===== config.mk =====
export PLATFORM = sky130hd
export DESIGN_NAME = uart_rx_deframer
export DESIGN_NICKNAME = d
export VERILOG_FILES = /design/src/rtl/uart_pkg.sv /design/src/rtl/uart_baud_tick.sv /design/src/rtl/uart_rx_deframer.sv
export SDC_FILE = /design/constraint.sdc
export NUM_CORES = 1
export LEC_CHECK = 0
export ABC_AREA = 1
export ABC_CLOCK_PERIOD_IN_PS = 3600
export CORE_MARGIN = 4
export CORE_UTILIZATION = 45
export CTS_CLUSTER_DIAMETER = 150
export DETAILED_ROUTE_END_ITERATION = 7
export HOLD_SLACK_MARGIN = 0.08
export PLACE_DENSITY = 0.7
export REMOVE_ABC_BUFFERS = 1
export SYNTH_ARGS = -nofsm -noshare
export SYNTH_HDL_FRONTEND = slang
export SYNTH_SLANG_ARGS = --single-unit

===== constraint.sdc =====
create_clock -name clk -period 3.6 [get_ports clk]
set_input_delay 1.08 -clock clk [delete_from_list [all_inputs] [get_ports clk]]
set_output_delay 1.08 -clock clk [all_outputs]
set_load 0.05 [all_outputs]

===== src/rtl/uart_pkg.sv =====
// Shared UART definitions: receive FSM states, oversampling constants and a
// width helper for counters sized from parameters.
package uart_pkg;

    localparam int unsigned OVERSAMPLE = 16;  // ticks per bit period
    localparam int unsigned START_MID  = 7;   // tick index at mid start bit

    typedef enum logic [2:0] {
        IDLE,
        START,
        DATA,
        STOP,
        BREAK
    } rx_state_e;

    // Bits needed to hold 0..v-1; never less than 1.
    function automatic int unsigned clog2(input int unsigned v);
        int unsigned w;
        w = 1;
        while ((32'd1 << w) < v) begin
            w = w + 1;
        end
        return w;
    endfunction

endpackage


===== src/rtl/uart_baud_tick.sv =====
// Free-running oversample tick generator, shared by the RX and TX paths.
//   clk       : system clock
//   reset_pin : asynchronous active-low reset
//   tick      : one-cycle pulse every DVSR clocks
module uart_baud_tick
    import uart_pkg::*;
#(
    parameter int unsigned DVSR = 27
) (
    input  logic clk,
    input  logic reset_pin,
    output logic tick
);

    localparam int unsigned CNT_W = clog2(DVSR);
    localparam logic [CNT_W-1:0] CNT_MAX = CNT_W'(DVSR - 1);

    logic [CNT_W-1:0] cnt_q;
    logic [CNT_W-1:0] cnt_d;

    // Wrap after DVSR-1 back to zero.
    always_comb begin
        cnt_d = cnt_q + CNT_W'(1);
        if (cnt_q == CNT_MAX) begin
            cnt_d = '0;
        end
    end

    // tick is registered from the next count so it is high exactly while
    // the counter sits at DVSR-1.
    always_ff @(posedge clk or negedge reset_pin) begin
        if (!reset_pin) begin
            cnt_q <= '0;
            tick  <= 1'b0;
        end else begin
            cnt_q <= cnt_d;
            tick  <= (cnt_d == CNT_MAX);
        end
    end

endmodule


===== src/rtl/uart_rx_deframer.sv =====
// UART receive deframer: synchronises rx, oversamples at 16x, checks start
// and stop bits and writes each good byte into the RX FIFO.
//   clk, reset_pin : clock, asynchronous active-low reset
//   rx             : raw serial input, idle high
//   fifo_full      : RX FIFO full, looked at only when the stop bit is judged
//   clear_err      : clears the sticky error flags
//   wr_rx, w_data  : one-cycle FIFO write strobe and its byte
//   rx_busy        : a frame is in progress
//   frame_err      : sticky, stop bit sampled low
//   overrun_err    : sticky, good byte dropped because the FIFO was full
module uart_rx_deframer
    import uart_pkg::*;
#(
    parameter int unsigned DVSR    = 27,
    parameter int unsigned DBIT    = 8,
    parameter int unsigned SB_TICK = 16
) (
    input  logic            clk,
    input  logic            reset_pin,
    input  logic            rx,
    input  logic            fifo_full,
    input  logic            clear_err,
    output logic            wr_rx,
    output logic [DBIT-1:0] w_data,
    output logic            rx_busy,
    output logic            frame_err,
    output logic            overrun_err
);

    localparam int unsigned S_MAX = (SB_TICK > OVERSAMPLE) ? SB_TICK : OVERSAMPLE;
    localparam int unsigned S_W   = clog2(S_MAX);
    localparam int unsigned N_W   = clog2(DBIT);

    logic            tick;
    logic            rx_meta;
    logic            rx_s;
    rx_state_e       state_q, state_d;
    logic [S_W-1:0]  s_q, s_d;
    logic [N_W-1:0]  n_q, n_d;
    logic [DBIT-1:0] shift_q, shift_d;
    logic            wr_d;
    logic [DBIT-1:0] w_data_d;
    logic            ferr_set;
    logic            oerr_set;

    uart_baud_tick #(
        .DVSR (DVSR)
    ) u_tick (
        .clk       (clk),
        .reset_pin (reset_pin),
        .tick      (tick)
    );

    // Two-flop synchroniser; resets to the idle (high) line level.
    always_ff @(posedge clk or negedge reset_pin) begin
        if (!reset_pin) begin
            rx_meta <= 1'b1;
            rx_s    <= 1'b1;
        end else begin
            rx_meta <= rx;
            rx_s    <= rx_meta;
        end
    end

    // Next-state and datapath decisions.
    always_comb begin
        state_d  = state_q;
        s_d      = s_q;
        n_d      = n_q;
        shift_d  = shift_q;
        wr_d     = 1'b0;
        w_data_d = w_data;
        ferr_set = 1'b0;
        oerr_set = 1'b0;
        case (state_q)
            IDLE: begin
                if (!rx_s) begin
                    state_d = START;
                    s_d     = '0;
                end
            end
            START: begin
                if (tick) begin
                    if (s_q == S_W'(START_MID)) begin
                        if (!rx_s) begin
                            state_d = DATA;
                            s_d     = '0;
                            n_d     = '0;
                        end else begin
                            state_d = IDLE;  // too short to be a start bit
                        end
                    end else begin
                        s_d = s_q + S_W'(1);
                    end
                end
            end
            DATA: begin
                if (tick) begin
                    if (s_q == S_W'(OVERSAMPLE - 1)) begin
                        s_d     = '0;
                        shift_d = {rx_s, shift_q[DBIT-1:1]};
                        if (n_q == N_W'(DBIT - 1)) begin
                            state_d = STOP;
                        end else begin
                            n_d = n_q + N_W'(1);
                        end
                    end else begin
                        s_d = s_q + S_W'(1);
                    end
                end
            end
            STOP: begin
                if (tick) begin
                    if (s_q == S_W'(SB_TICK - 1)) begin
                        if (rx_s) begin
                            state_d = IDLE;
                            if (fifo_full) begin
                                oerr_set = 1'b1;
                            end else begin
                                wr_d     = 1'b1;
                                w_data_d = shift_q;
                            end
                        end else begin
                            ferr_set = 1'b1;
                            state_d  = BREAK;
                        end
                    end else begin
                        s_d = s_q + S_W'(1);
                    end
                end
            end
            BREAK: begin
                // Hold here until the line recovers so a break is one error.
                if (rx_s) begin
                    state_d = IDLE;
                end
            end
            default: begin
                state_d = IDLE;
            end
        endcase
    end

    // State and registered outputs; a new error wins over clear_err.
    always_ff @(posedge clk or negedge reset_pin) begin
        if (!reset_pin) begin
            state_q     <= IDLE;
            s_q         <= '0;
            n_q         <= '0;
            shift_q     <= '0;
            wr_rx       <= 1'b0;
            w_data      <= '0;
            rx_busy     <= 1'b0;
            frame_err   <= 1'b0;
            overrun_err <= 1'b0;
        end else begin
            state_q     <= state_d;
            s_q         <= s_d;
            n_q         <= n_d;
            shift_q     <= shift_d;
            wr_rx       <= wr_d;
            w_data      <= w_data_d;
            rx_busy     <= (state_d != IDLE);
            frame_err   <= ferr_set | (frame_err & ~clear_err);
            overrun_err <= oerr_set | (overrun_err & ~clear_err);
        end
    end

endmodule


==> flow_metrics.py, run 1 <==
metrics = {
    "run_status": {
        "status": "complete, no violations",
    },
    "setup_path": {
        "crit_path_end_kind": "output pin",
        "critPathMaxStageDelay_ps": 810,
        "critPathKind": "register to output pin",
        "required_ps": 2520,
        "cp_slowest_cell": "clkdlybuf4s50_1",
        "crit_start": "w_data[6]",
        "crit_family": "buffers and inverters",
        "worst_r2r_endpoint": "s_q[0]",
        "rr_worst_depth": 9,
        "arrival_ps": 1460,
        "cp_cell_sequence": "clkdlybuf4s50_1",
        "cp-start-kind": "register",
        "r2r_slack_ps": 2020,
        "crit_fanout": 2,
        "r2r-start": "s_q[0]",
        "path_buf_inv": 1,
    },
    "synth": {
        "synth_edf_count": 0,
        "postSynthCellCount": 213,
        "synth_top_area_share_pct": 48.16,
        "netlist_area_sq_um": 1871,
        "synth_cell_types": 30,
        "ys.flop_type": "dfrtp_1",
        "syn_avg_cell_area_sq_um": 8.782,
        "synth_seq_cells": 38,
        "synth.largest_area_cell": "dfrtp_1",
        "async_flop_share_pct": 100.0,
        "yosysSeqAreaShare_pct": 50.97,
        "yosys_warnings": 0,
        "synth_top_cells_by_area": "dfrtp_1, nand2_1, inv_1, o21ai_2, nor2_1",
    },
    "cts": {
        "hold_buffers": 0,
        "cts_buffers": 5,
        "ctsResizeCount": 0,
        "clock_sinks": 38,
        "clock_path_buffers": 2,
        "htreeDepth": 2,
        "cts.reportedPaths.clkPinSlew_ps": 70,
        "tritoncts": "yes",
        "post_cts_buffers": 0,
        "clock_latency_ps": 290,
        "cts_root_buffer": "clkbuf_8",
    },
    "min_path": {
        "holdPathStages": 0,
        "hold_start": "rx_meta",
        "hold_path_end": "rx_s",
        "hold_class": "register to register",
    },
    "pwr": {
        "leakage_nw": 1.009,
        "p_sw_share_pct": 21.76,
        "combPwrFrac_pct": 2.0,
        "vdd_drop_max_v": 0.0002007,
        "p_seq_share_pct": 57.4,
        "p_per_area_nw_per_um2": 346.8,
        "clockPowerShare_pct": 40.6,
        "p_int_w": 0.0005863,
        "p_switching_w": 0.0001631,
    },
    "global_routing": {
        "antenna_found_initial": 0,
        "grt_pass1_wl_um": 5644,
        "grt_overflow_total": 0,
        "track_usage_pct": 13.87,
        "grt_start_max_net_pins": 39,
        "grt_pass1_vias": 1317,
    },
    "cells_and_area": {
        "final_cell_area_sq_um": 2161,
        "fillers": 377,
        "drive_gt1_share_pct": 17.45,
        "regArea_sq_um": 953.4,
        "area_growth_pct": 15.52,
        "multi_input_area_sq_um": 774.5,
        "n_antenna_cell": 0,
        "fin_cells": 285,
        "nets": 244,
    },
    "routing": {
        "wl_met1_um": 1543,
        "wl_per_cell_um": 11.42,
        "viasPerCell": 4.856,
        "vias": 1384,
        "drt-pass1-iter-count": 4,
        "drtIter0Drc": 45,
        "wl_um": 3254,
        "highest_layer": "met4",
        "drc": 0,
        "drtAntennaViolNets": 0,
        "wl_met3_um": 121,
        "wl_met2_um": 1543,
    },
    "sta": {
        "slew_headroom_pct": 45.95,
        "post-route-min-period_ps": 2542,
        "rsz0062_at_grt": "false",
        "final.setup.tns_ps": 0,
        "timing.fmax_ghz": 0.3933,
        "period_share_pct": 70.62,
        "final_hold_viol_count": 0,
        "worst_pin_slew_ps": 810.8,
        "finalSetupViolations": 0,
        "fin_skew_ps": 4.106,
        "slew_viol_final": 0,
    },
    "placed_design": {
        "placed_cells": 277,
        "hpwl_um": 2412,
        "placed_area_sq_um": 2066,
        "place.gp.congestion": 0.7938,
        "io_buffers": 16,
    },
    "floorplanning": {
        "die_h_um": 72.47,
        "initial_utilization_pct": 46.76,
        "rows": 23,
        "pin_count": 17,
        "die_w_um": 72.47,
        "core_sq_um": 4000,
        "dieArea_sq_um": 5252,
    },
    "flow_run": {
        "maxCapViolations": 0,
    },
}
-- routing by layer --
metal,vias up,GRT usage [%]
li1,716,-
met1,637,16.96
met2,25,22.35
met3,6,4.571
met4,0,6.148
met5,-,0
-- cell usage in the layout, fill, tap and decap left out --
cell              n
nand2_1          55
dfrtp_1          36
inv_1            24
nor2_1           20
clkdlybuf4s50_1  15
nand3_1          14
o21ai_1          10
o21ai_2           9
clkbuf_8          6
nand4_1           5
nand2_2           5
ha_1              5
inv_2             4
o21ai_0           3
nor2_4            2
clkinv_2          2
nand3_4           2
nor2_2            2
dfstp_2           2
xor2_1            1
xnor2_1           1
inv_4             1
nor3_1            1
a21oi_1           1
nor3_2            1
nand3b_1          1
o22ai_1           1
clkinv_1          1
a21boi_2          1
nand3_2           1
nand2_4           1
clkinvlp_4        1
buf_2             1
-- kinds of logic (layout without fill, tap and decap cells) --
| logic type | after synthesis | count (layout) | share of synthesized area [%] |
|---|---|---|---|
| buffers and inverters | 33 | 55 | 7.625 |
| adder cells (fa/ha/maj) | 5 | 5 | 3.344 |
| flip-flops | 38 | 38 | 50.97 |
| AND/OR/NAND/NOR | 110 | 110 | 28.23 |
| AO/OA/AOI/OAI | 25 | 25 | 8.896 |
| XOR/XNOR | 2 | 2 | 0.9366 |
-- power groups by stage --
stage | Sequential, W | Combinational (W) | Clock [W]
after floorplan | 0.000438 | 0.00000243 | 0
after global placement | 0.000438 | 0.0000156 | 0
after detailed placement | 0.000438 | 0.0000157 | 0
after CTS | 0.000430 | 0.0000156 | 0.000321
after global routing | 0.000430 | 0.0000172 | 0.000333
final | 0.000430 | 0.0000146 | 0.000305
-- cells in the mapped netlist (2+ instances only) --
library cell / n
inv_2: 4
nand3_4: 2
o21ai_2: 9
nand3_1: 14
nor2_2: 2
nand2_2: 5
nor2_4: 2
buf_6: 2
nand2_1: 55
ha_1: 5
dfrtp_1: 36
inv_1: 24
nor2_1: 20
o21ai_0: 3
o21ai_1: 10
dfstp_2: 2
nand4_1: 5
-- registers in the layout, indices dropped and copies added, names as in the netlist --
signal,count
frame_err,1
n_q,3
overrun_err,1
rx_busy,1
rx_meta,1
rx_s,1
s_q,4
shift_q,8
state_q,3
u_tick.cnt_q,5
u_tick.tick,1
w_data,8
wr_rx,1
-- cell type report --
class                           instances  share of cell area [%]
Clock buffer                            6                   3.822
Sequential cell                        38                   44.12
Clock inverter                          2                  0.5790
Tap cell                               50                   2.895
Timing Repair Buffer                   16                   7.180
Multi-Input combinational cell        142                   35.84
Inverter                               31                   5.559
-- metrics by stage --
step	hold slack (ps)	total power [W]	util, %	setup slack (ps)
after floorplan	345.2	0.0004405	-	1874
after global placement	347.4	0.0004540	51.64	1366
after detailed placement	346.8	0.0004541	51.64	1332
after CTS	357.8	0.0007665	54.02	1033
after global routing	358.5	0.0007805	54.02	991.8
final	357.2	0.0007494	54.02	1058
-- worst max path at each step --
| stage | end | slack (ps) | depth (start not counted) |
|---|---|---|---|
| 2_1_floorplan | w_data[1] | 1870 | 4 |
| 3_3_place_gp | w_data[6] | 1370 | 5 |
| 3_5_place_dp | w_data[4] | 1330 | 5 |
| 4_1_cts | w_data[7] | 1030 | 1 |
| 5_1_grt | w_data[4] | 990 | 1 |
| 6_report | w_data[6] | 1060 | 1 |
Note: power is estimated with default switching activity, not from simulation.
==> run 2, diff against run 1 <==
--- a/config.mk
+++ b/config.mk
@@ -6,7 +6,7 @@
 export NUM_CORES = 1
 export LEC_CHECK = 0
 export ABC_AREA = 1
-export ABC_CLOCK_PERIOD_IN_PS = 3600
+export ABC_CLOCK_PERIOD_IN_PS = 2600
 export CORE_MARGIN = 4
 export CORE_UTILIZATION = 45
 export CTS_CLUSTER_DIAMETER = 150
==> constraint.sdc (replaced) <==
create_clock -name clk -period 2.6 [get_ports clk]
set_input_delay 0.78 -clock clk [delete_from_list [all_inputs] [get_ports clk]]
set_output_delay 0.78 -clock clk [all_outputs]
set_load 0.05 [all_outputs]
==> flow_metrics.py, run 2 (synthesized netlist as in run 1, its figures left out) <==
metrics = {
    "pwr": {
        "vdd_drop_max_v": 0.0003034,
        "leakage_nw": 1.020,
        "p_per_area_nw_per_um2": 519.2,
    },
    "setup_path": {
        "worst-path-stages": 1,
        "cp-start-kind": "register",
        "crit_start": "w_data[6]",
        "crit_path_end_kind": "output pin",
        "path_buf_inv": 1,
        "cp_slowest_cell": "clkdlybuf4s50_1",
        "arrival_ps": 1470,
        "critPathKind": "register to output pin",
        "crit_family": "buffers and inverters",
        "required_ps": 1820,
        "rr_worst_depth": 9,
        "r2r-start": "s_q[0]",
        "cp_cell_sequence": "clkdlybuf4s50_1",
        "critPathMaxStageDelay_ps": 810,
        "crit_fanout": 2,
    },
    "floorplanning": {
        "die_h_um": 72.47,
        "rows": 23,
        "pin_count": 17,
        "core_sq_um": 4000,
        "die_w_um": 72.47,
        "initial_utilization_pct": 46.76,
        "dieArea_sq_um": 5252,
    },
    "min_path": {
        "hold_start": "rx_meta",
        "holdPathStages": 0,
        "hold_class": "register to register",
    },
    "sta": {
        "final.setup.tns_ps": 0,
        "final_hold_viol_count": 0,
        "timing.fmax_ghz": 0.4435,
        "post-route-min-period_ps": 2255,
        "rsz0062_at_grt": "false",
        "fin_skew_ps": 9.331,
        "period_share_pct": 86.73,
        "worst_pin_slew_ps": 824.7,
        "finalSetupViolations": 0,
        "slew_headroom_pct": 45.02,
        "slew_viol_final": 0,
        "layout_setup_ws_ps": 345.1,
    },
    "cts": {
        "clock_path_buffers": 2,
        "cts.reportedPaths.clkPinSlew_ps": 70,
        "tritoncts": "yes",
        "cts_root_buffer": "clkbuf_8",
        "ctsResizeCount": 0,
        "htreeDepth": 2,
        "cts_buffers": 5,
        "post_cts_buffers": 0,
        "hold_buffers": 0,
        "clock_sinks": 38,
        "clock_latency_ps": 300,
    },
    "routing": {
        "drc": 0,
        "wl_um": 3274,
        "viasPerCell": 4.719,
        "drtAntennaViolNets": 0,
        "wl_met1_um": 1605,
        "drtIter0Drc": 65,
        "wl_met3_um": 106,
        "vias": 1345,
        "wl_per_cell_um": 11.49,
        "wl_met2_um": 1495,
        "drt-pass1-iter-count": 4,
        "highest_layer": "met4",
    },
    "cells_and_area": {
        "reg_top3": "shift_q (8), w_data (8), u_tick.cnt_q (5)",
        "area_growth_pct": 16.66,
        "mostFrequentLayoutCells": "nand2_1, dfrtp_1, inv_1",
        "nets": 244,
        "multi_input_area_sq_um": 774.5,
        "fillers": 382,
        "n_antenna_cell": 0,
        "drive_gt1_share_pct": 17.02,
        "layout_commonest_cell": "nand2_1",
        "regArea_sq_um": 953.4,
    },
    "placed_design": {
        "pre_cts_slack_ps": 630.2,
        "place.gp.congestion": 0.7938,
        "hpwl_um": 2403,
        "io_buffers": 16,
    },
    "global_routing": {
        "track_usage_pct": 14.20,
        "grt_pass1_wl_um": 5644,
        "antenna_found_initial": 0,
        "grt_pass1_vias": 1304,
        "grt_start_max_net_pins": 39,
        "grt_overflow_total": 0,
    },
    "flow_run": {
        "maxCapViolations": 0,
    },
    "run_status": {
        "status": "complete, no violations",
    },
}
-- run 2: cell count changes in the layout (fill, tap and decap cells not counted) --
cell	delta
bufinv_16	+1
clkbuf_1	+1
clkinv_2	-1
clkinvlp_4	-1
-- run 2: power by group --
part,internal (W),leakage [nW],switching (W)
clock,0.000313,0.0585,0.000204
sequential,0.000594,0.494,0.00000209
combinational,0.00000530,0.468,0.0000152
-- run 2: area by class of cell --
cell class	count	share of cell area, %
Clock buffer	7	3.956
Timing Repair Buffer	16	7.110
Tap cell	50	2.867
Multi-Input combinational cell	142	35.49
Inverter	31	5.505
Sequential cell	38	43.69
Clock inverter	1	1.376
-- run 2: worst reg2reg max path, delay by kind of cell, from the launching register on --
kind            cells  cell delay, ps
compound gates      1              50
fa+ha+maj           1             260
buf+inv             1              90
flops               1             420
simple gates        6             650
-- run 2: through the flow --
stage	total power [W]	instances	hold slack, ps	instance area (sq um)	util [%]
after floorplan	0.0006099	211	345.2	1848	-
after global placement	0.0006286	277	347.4	2066	51.64
after detailed placement	0.0006288	277	346.8	2066	51.64
after CTS	0.001154	285	357.0	2182	54.55
after global routing	0.001175	285	357.9	2182	54.55
final	0.001133	285	356.4	2182	54.55
-- run 2: layer usage --
layer | up-vias | GRT usage (%)
met1 | 610 | 17.60
met5 | - | 0
met3 | 6 | 3.740
li1 | 719 | -
met4 | 0 | 9.221
met2 | 10 | 21.84
-- run 2: worst paths after layout --
path | end | slack (ps)
min in group asynchronous | s_q[1] | 580
hold / removal | rx_s | 360
setup / recovery | w_data[6] | 350
max in group asynchronous | u_tick.cnt_q[2] | 1490
setup reg to reg | s_q[0] | 1020
hold reg to reg | rx_s | 360
==> RTL edit 1 (settings of run 2) <==
Set the parameter `DBIT` to 16 (it was 8).
--- a/src/rtl/uart_rx_deframer.sv
+++ b/src/rtl/uart_rx_deframer.sv
@@ -14,3 +14,3 @@
     parameter int unsigned DVSR    = 27,
-    parameter int unsigned DBIT    = 8,
+    parameter int unsigned DBIT    = 16,
     parameter int unsigned SB_TICK = 16
Ports: changed (resized w_data); port bits go from 17 to 25. No check against the original RTL was run, so the function may have changed too.
==> RTL edit 1 against run 2 <==
  * Worst hold slack improved by 30 ps
  * Global-route usage rose by 0.47 points
  * Synthesized cell count is 38% higher
  * Critical path type unchanged
  * Count of clock-buffer cells in the layout shrank 2
  * Power is 30% higher
  * Final cell count up 38%
  * Synthesized area grew 41%
  * Setup slack got worse by 40 ps
  * Critical endpoint is now w_data[4]
  * Clock skew up 5.9 ps
  * Combinational power increased by 31%
  * Cell area rose by 39%
  * Highest routed layer unchanged
  * Sequential cell count is 17 higher
  * Wire length up 44%
  * Register-to-register slack worse by 230 ps
==> RTL edit 1: results (changes against run 2) <==
* Hold buffer count at cts at 0 (unchanged)
* Hold WC Path Type: reg2reg
* Largest cells by area after synthesis: dfrtp_1 50%, nand2_1 11%, inv_1 5.8%, o21ai_2 5.3%, nand3_1 3.6%
* Gr usage total at 14.7% (+0.47 points)
* Synth Area in XOR/XNOR at 0% (-0.94 points)
* Slowest stage cell, crit path: clkdlybuf4s50_1
* Hold_sp: rx_meta
* Slowest stage delay, CP at 810 ps (about the same)
* DP HPWL at 3420 um (+42%)
* Worst-path maximum fanout at 2 (unchanged)
* Reg clk slew, reported paths at 110 ps (+40 ps)
* DR pass1 iterations at 4 (unchanged)
* Number of buffers created by CTS at 5 (unchanged)
* Setup Fix Bufs, Post-CTS at 0 (unchanged)
* Layout net count at 331 (+36%)
* CP top delay family: buffers and inverters
* Seq/Total Area, Yosys at 52.3% (+1.4 points)
* Critical R2R Launch: s_q[0]
* WL per Instance at 12.0 um (+4.3%)
* CTS Root Cell: clkbuf_8
* Post-DP Area at 2910 um2 (+41%)
* Ratio of cells with drive above 1 in the final layout at 14.6% (-2.4 points)
* Clk_lat worst skew at 320 ps (+20 ps)
* Post-synthesis async set-or-reset flop share at 100% (unchanged)
* Clk_skew at 15.3 ps (+5.92 ps)
* Complex-gate fraction of the synthesized area at 10.9% (+2.0 points)
* Largest regs: shift_q x16, w_data x16, u_tick.cnt_q x5
* Clock Tree Buf Depth at 2 (unchanged)
* Post-Syn Area per Cell at 8.93 um2 (+1.7%)
* Worst Setup SP: w_data[4]
* Crit path arrival time at 1510 ps (+40 ps)
* Mux cell area share after synthesis at 0% (unchanged)
* Maximum VDD drop at 313 uV (+3.0%)
* Netlist cell types at 26 (-13%)
* Gpl congestion at 0.826 (+4.0%)
* Top cells by count, synth: 74 x nand2_1, 53 x dfrtp_1, 41 x inv_1, 19 x nand3_1, 19 x nor2_1
* Antenna fix cells at 0 (unchanged)
* Initial drt markers at 96 (+48%)
* Yosys warns at 0 (unchanged)
* DP Cell Count at 386 (+39%)
* Internal at 0.00116 W (+27%)
* Top_reg_cell synth: dfrtp_1
* Port buffer count at 24 (+8)
* Leak Pwr at 1.41 nW (+38%)
* Status: finished clean
* Post-CTS resize count at 0 (unchanged)
* Largest family of logic cells by synthesized area: simple AND/OR/NAND/NOR gates
* Vias in the first global route at 1930 (+48%)
* Initial antenna violation count at 0 (unchanged)
* Worst-Margin Slew at 547 ps (-278 ps)
* First-pass GRT wire length at 8550 um (+51%)
* Largest net degree at the start of global routing at 34 (-13%)
* Vias at 1898 (+41%)
* H-tree depth at 2 (unchanged)
* Final wirelength at 4720 um (+44%)
* Adder-cell share of the synthesized area at 2.37% (-0.97 points)
RTL edit 1: final cells by class:
cell class,instances,area [um2]
Fill cell,531,2580
Sequential cell,55,1380
Multi-Input combinational cell,190,1030
Timing Repair Buffer,26,250
Inverter,43,161
Tap cell,72,90.1
Clock buffer,5,68.8
Clock inverter,3,46.3
RTL edit 1: logic make-up after synthesis:
family / Yosys count
flip-flops: 55
adder cells (fa/ha/maj): 5
buffers and inverters: 50
AO/OA/AOI/OAI: 45
AND/OR/NAND/NOR: 140
RTL edit 1: worst register-to-register path, cell delays in order (launching register included):
cell and delay, ps:
dfrtp_1 430, ha_1 260, nand3_2 140, nor2_4 170
nand2_2 340, nor3_1 250, nor2_1 90, nand2_1 70
RTL edit 1: worst paths after layout:
| path | end | slack [ps] | cells after the start |
|---|---|---|---|
| setup / recovery | w_data[4] | 310 | 1 |
| hold / removal | rx_s | 390 | 0 |
| setup reg to reg | rx_busy | 790 | 7 |
| hold reg to reg | rx_s | 390 | 0 |
| max in group asynchronous | w_data[7] | 1490 | 2 |
| min in group asynchronous | w_data[4] | 430 | 1 |
RTL edit 1: per-stage QoR:
step	hold WS, ps	setup WS, ps	util (%)
final	387	305	53.9
after global routing	393	239	53.9
after CTS	382	289	53.9
after detailed placement	355	407	51.9
after global placement	346	427	51.9
after floorplan	345	1010	-
RTL edit 1: power by group through the flow:
stage | combinational (W) | clock, W | sequential, W
after floorplan | 0.00000220 | 0 | 0.000875
after global placement | 0.0000281 | 0 | 0.000875
after detailed placement | 0.0000284 | 0 | 0.000876
after CTS | 0.0000285 | 0.000597 | 0.000859
after global routing | 0.0000318 | 0.000640 | 0.000859
final | 0.0000268 | 0.000583 | 0.000859
RTL edit 1: routing by layer:
| metal | share of wire (%) | GRT usage, % |
|---|---|---|
| met1 | 47 | 18.8 |
| met2 | 48 | 23.8 |
| met3 | 2.9 | 3.24 |
| met4 | 2.1 | 6.62 |
| met5 | 0 | 0 |
==> RTL edit 2 (settings of run 2) <==
Without the edit above. Take the reset off `s_q`, `n_q`, `shift_q` and `w_data` and load them in a clocked block of their own.
--- a/src/rtl/uart_rx_deframer.sv
+++ b/src/rtl/uart_rx_deframer.sv
@@ -147,7 +147,3 @@
             state_q     <= IDLE;
-            s_q         <= '0;
-            n_q         <= '0;
-            shift_q     <= '0;
             wr_rx       <= 1'b0;
-            w_data      <= '0;
             rx_busy     <= 1'b0;
@@ -157,7 +153,3 @@
             state_q     <= state_d;
-            s_q         <= s_d;
-            n_q         <= n_d;
-            shift_q     <= shift_d;
             wr_rx       <= wr_d;
-            w_data      <= w_data_d;
             rx_busy     <= (state_d != IDLE);
@@ -168,2 +160,9 @@
 
+    always_ff @(posedge clk) begin
+        s_q     <= s_d;
+        n_q     <= n_d;
+        shift_q <= shift_d;
+        w_data  <= w_data_d;
+    end
+
 endmodule
Check against the original RTL: same outputs for any inputs over 10 cycles, from zero or initial values and one cycle with reset_pin low; that may be too few to reach the edited logic, so the function may still have changed.
==> RTL edit 2 against run 2 <==
  * Synthesized area shrank 9.8%
  * Cell area fell by 7.3%
  * Largest cell class unchanged
  * Largest power group unchanged
  * Fmax grew 2.0%
  * Clock skew shrank 1.3 ps
  * Setup slack better by 44 ps
  * Wire length decreased by 11%
  * Critical path type unchanged
  * Power is 8.8% higher
  * Sequential cell count stayed put
==> RTL edit 2: results (changes against run 2) <==
* Gpl congestion at 0.910 (+15%)
* Port buffer count at 16 (unchanged)
* Initial antenna violation count at 0 (unchanged)
* H-tree depth at 2 (unchanged)
* First-pass GRT wire length at 5020 um (-11%)
* Leak Pwr at 0.769 nW (-25%)
* Reg clk slew, reported paths at 80 ps
* Largest regs: shift_q x8, w_data x8, u_tick.cnt_q x5
* DR pass1 iterations at 5 (+1)
* Post-synthesis async set-or-reset flop share at 39.5% (-61 points)
* Post-synth EDFFs at 23 (+23)
* Gr usage total at 13.2% (-1.0 points)
* Worst-Margin Slew at 667 ps (-157 ps)
* Crit path arrival time at 1430 ps (-40 ps)
* Maximum VDD drop at 420 uV (+38%)
* Seq/Total Area, Yosys at 63.3% (+12 points)
* Setup Fix Bufs, Post-CTS at 0 (unchanged)
* Top cells by count, synth: 23 x edfxtp_1, 21 x nand2_1, 20 x nor2_1, 14 x inv_1, 13 x dfrtp_1
* Largest net degree at the start of global routing at 16 (-59%)
* Initial drt markers at 61 (-6.2%)
* DP HPWL at 2190 um (-9.0%)
* Layout net count at 183 (-25%)
* Final wirelength at 2920 um (-11%)
* Netlist cell types at 27 (-10%)
* Largest cells by area after synthesis: edfxtp_1 41%, dfrtp_1 19%, nand2_1 4.7%, nor2_1 4.4%, ha_1 3.7%
* CTS Root Cell: clkbuf_8
* Ratio of cells with drive above 1 in the final layout at 15.5% (-1.5 points)
* Post-DP Area at 1890 um2 (-8.5%)
* Post-CTS resize count at 0 (unchanged)
* Vias at 1130 (-16%)
* Yosys warns at 0 (unchanged)
* CP top delay family: buffers and inverters
* Leading area contributor after synthesis: edfxtp_1
* Slowest stage cell, crit path: clkdlybuf4s50_1
* Status: finished clean
* Worst-path maximum fanout at 1 (-1)
* Clk_skew at 8.06 ps (-1.27 ps)
## RTL edit 2: changes by cell type after synthesis, moves of 3 or more
| cell | change |
|---|---|
| o21ai_2 | -9 |
| nor2_2 | +3 |
| o21ai_1 | -8 |
| nand3_2 | +3 |
| dfrtp_1 | -23 |
| nand2_1 | -34 |
| edfxtp_1 | +23 |
| nand2_2 | -4 |
| inv_1 | -10 |
## RTL edit 2: kinds of logic (layout without fill, tap and decap cells)
logic type               after synthesis  in the layout  share of synthesized area [%]
AO/OA/AOI/OAI                         12             12                           4.08
adder cells (fa/ha/maj)                5              5                           3.71
buffers and inverters                 21             43                           5.19
AND/OR/NAND/NOR                       74             74                           22.7
flip-flops                            38             38                           63.3
XOR/XNOR                               2              2                           1.04
## RTL edit 2: path summary, 6_finish.rpt
path | depth (start not counted) | slack, ps | end | from
max in group asynchronous | 1 | 1270 | frame_err | reset_pin
min | 0 | 370 | rx_s | rx_meta
min reg2reg | 0 | 370 | rx_s | rx_meta
max | 1 | 390 | w_data[4] | w_data[4]
min in group asynchronous | 1 | 900 | wr_rx | reset_pin
max reg2reg | 5 | 590 | w_data[1] | s_q[1]
## RTL edit 2: per-layer routing
| metal | track usage, % | routed length, um | vias up |
|---|---|---|---|
| li1 | - | - | 554 |
| met1 | 17.2 | 1350 | 532 |
| met2 | 19.5 | 1350 | 35 |
| met3 | 5.22 | 158 | 9 |
| met4 | 5.64 | 52 | 0 |
| met5 | 0 | 0 | - |
## RTL edit 2: report_power, final
group          leakage, nW  switching (W)   total, W  internal [W]
logic                0.314     0.00000631  0.0000119    0.00000559
registers            0.388     0.00000284   0.000640      0.000638
clock network       0.0658       0.000201   0.000581      0.000380
total                0.769       0.000210    0.00123       0.00102
## RTL edit 2: stage by stage
stage / std cells / hold WS (ps) / setup slack [ps]
3_3_place_gp: 212 / 347 / 540
5_1_grt: 220 / 372 / 345
6_report: 220 / 369 / 389
2_1_floorplan: 150 / 345 / 864
3_5_place_dp: 212 / 360 / 490
4_1_cts: 220 / 370 / 376
## RTL edit 2: cell type report
cell class | count | area, um2
fillers | 301 | 1450
well taps | 46 | 57.6
clock inverters | 3 | 63.8
repair buffers | 16 | 160
multi-input cells | 93 | 532
inverters | 19 | 71.3
flip-flops and latches | 38 | 1070
clock buffers | 5 | 68.8
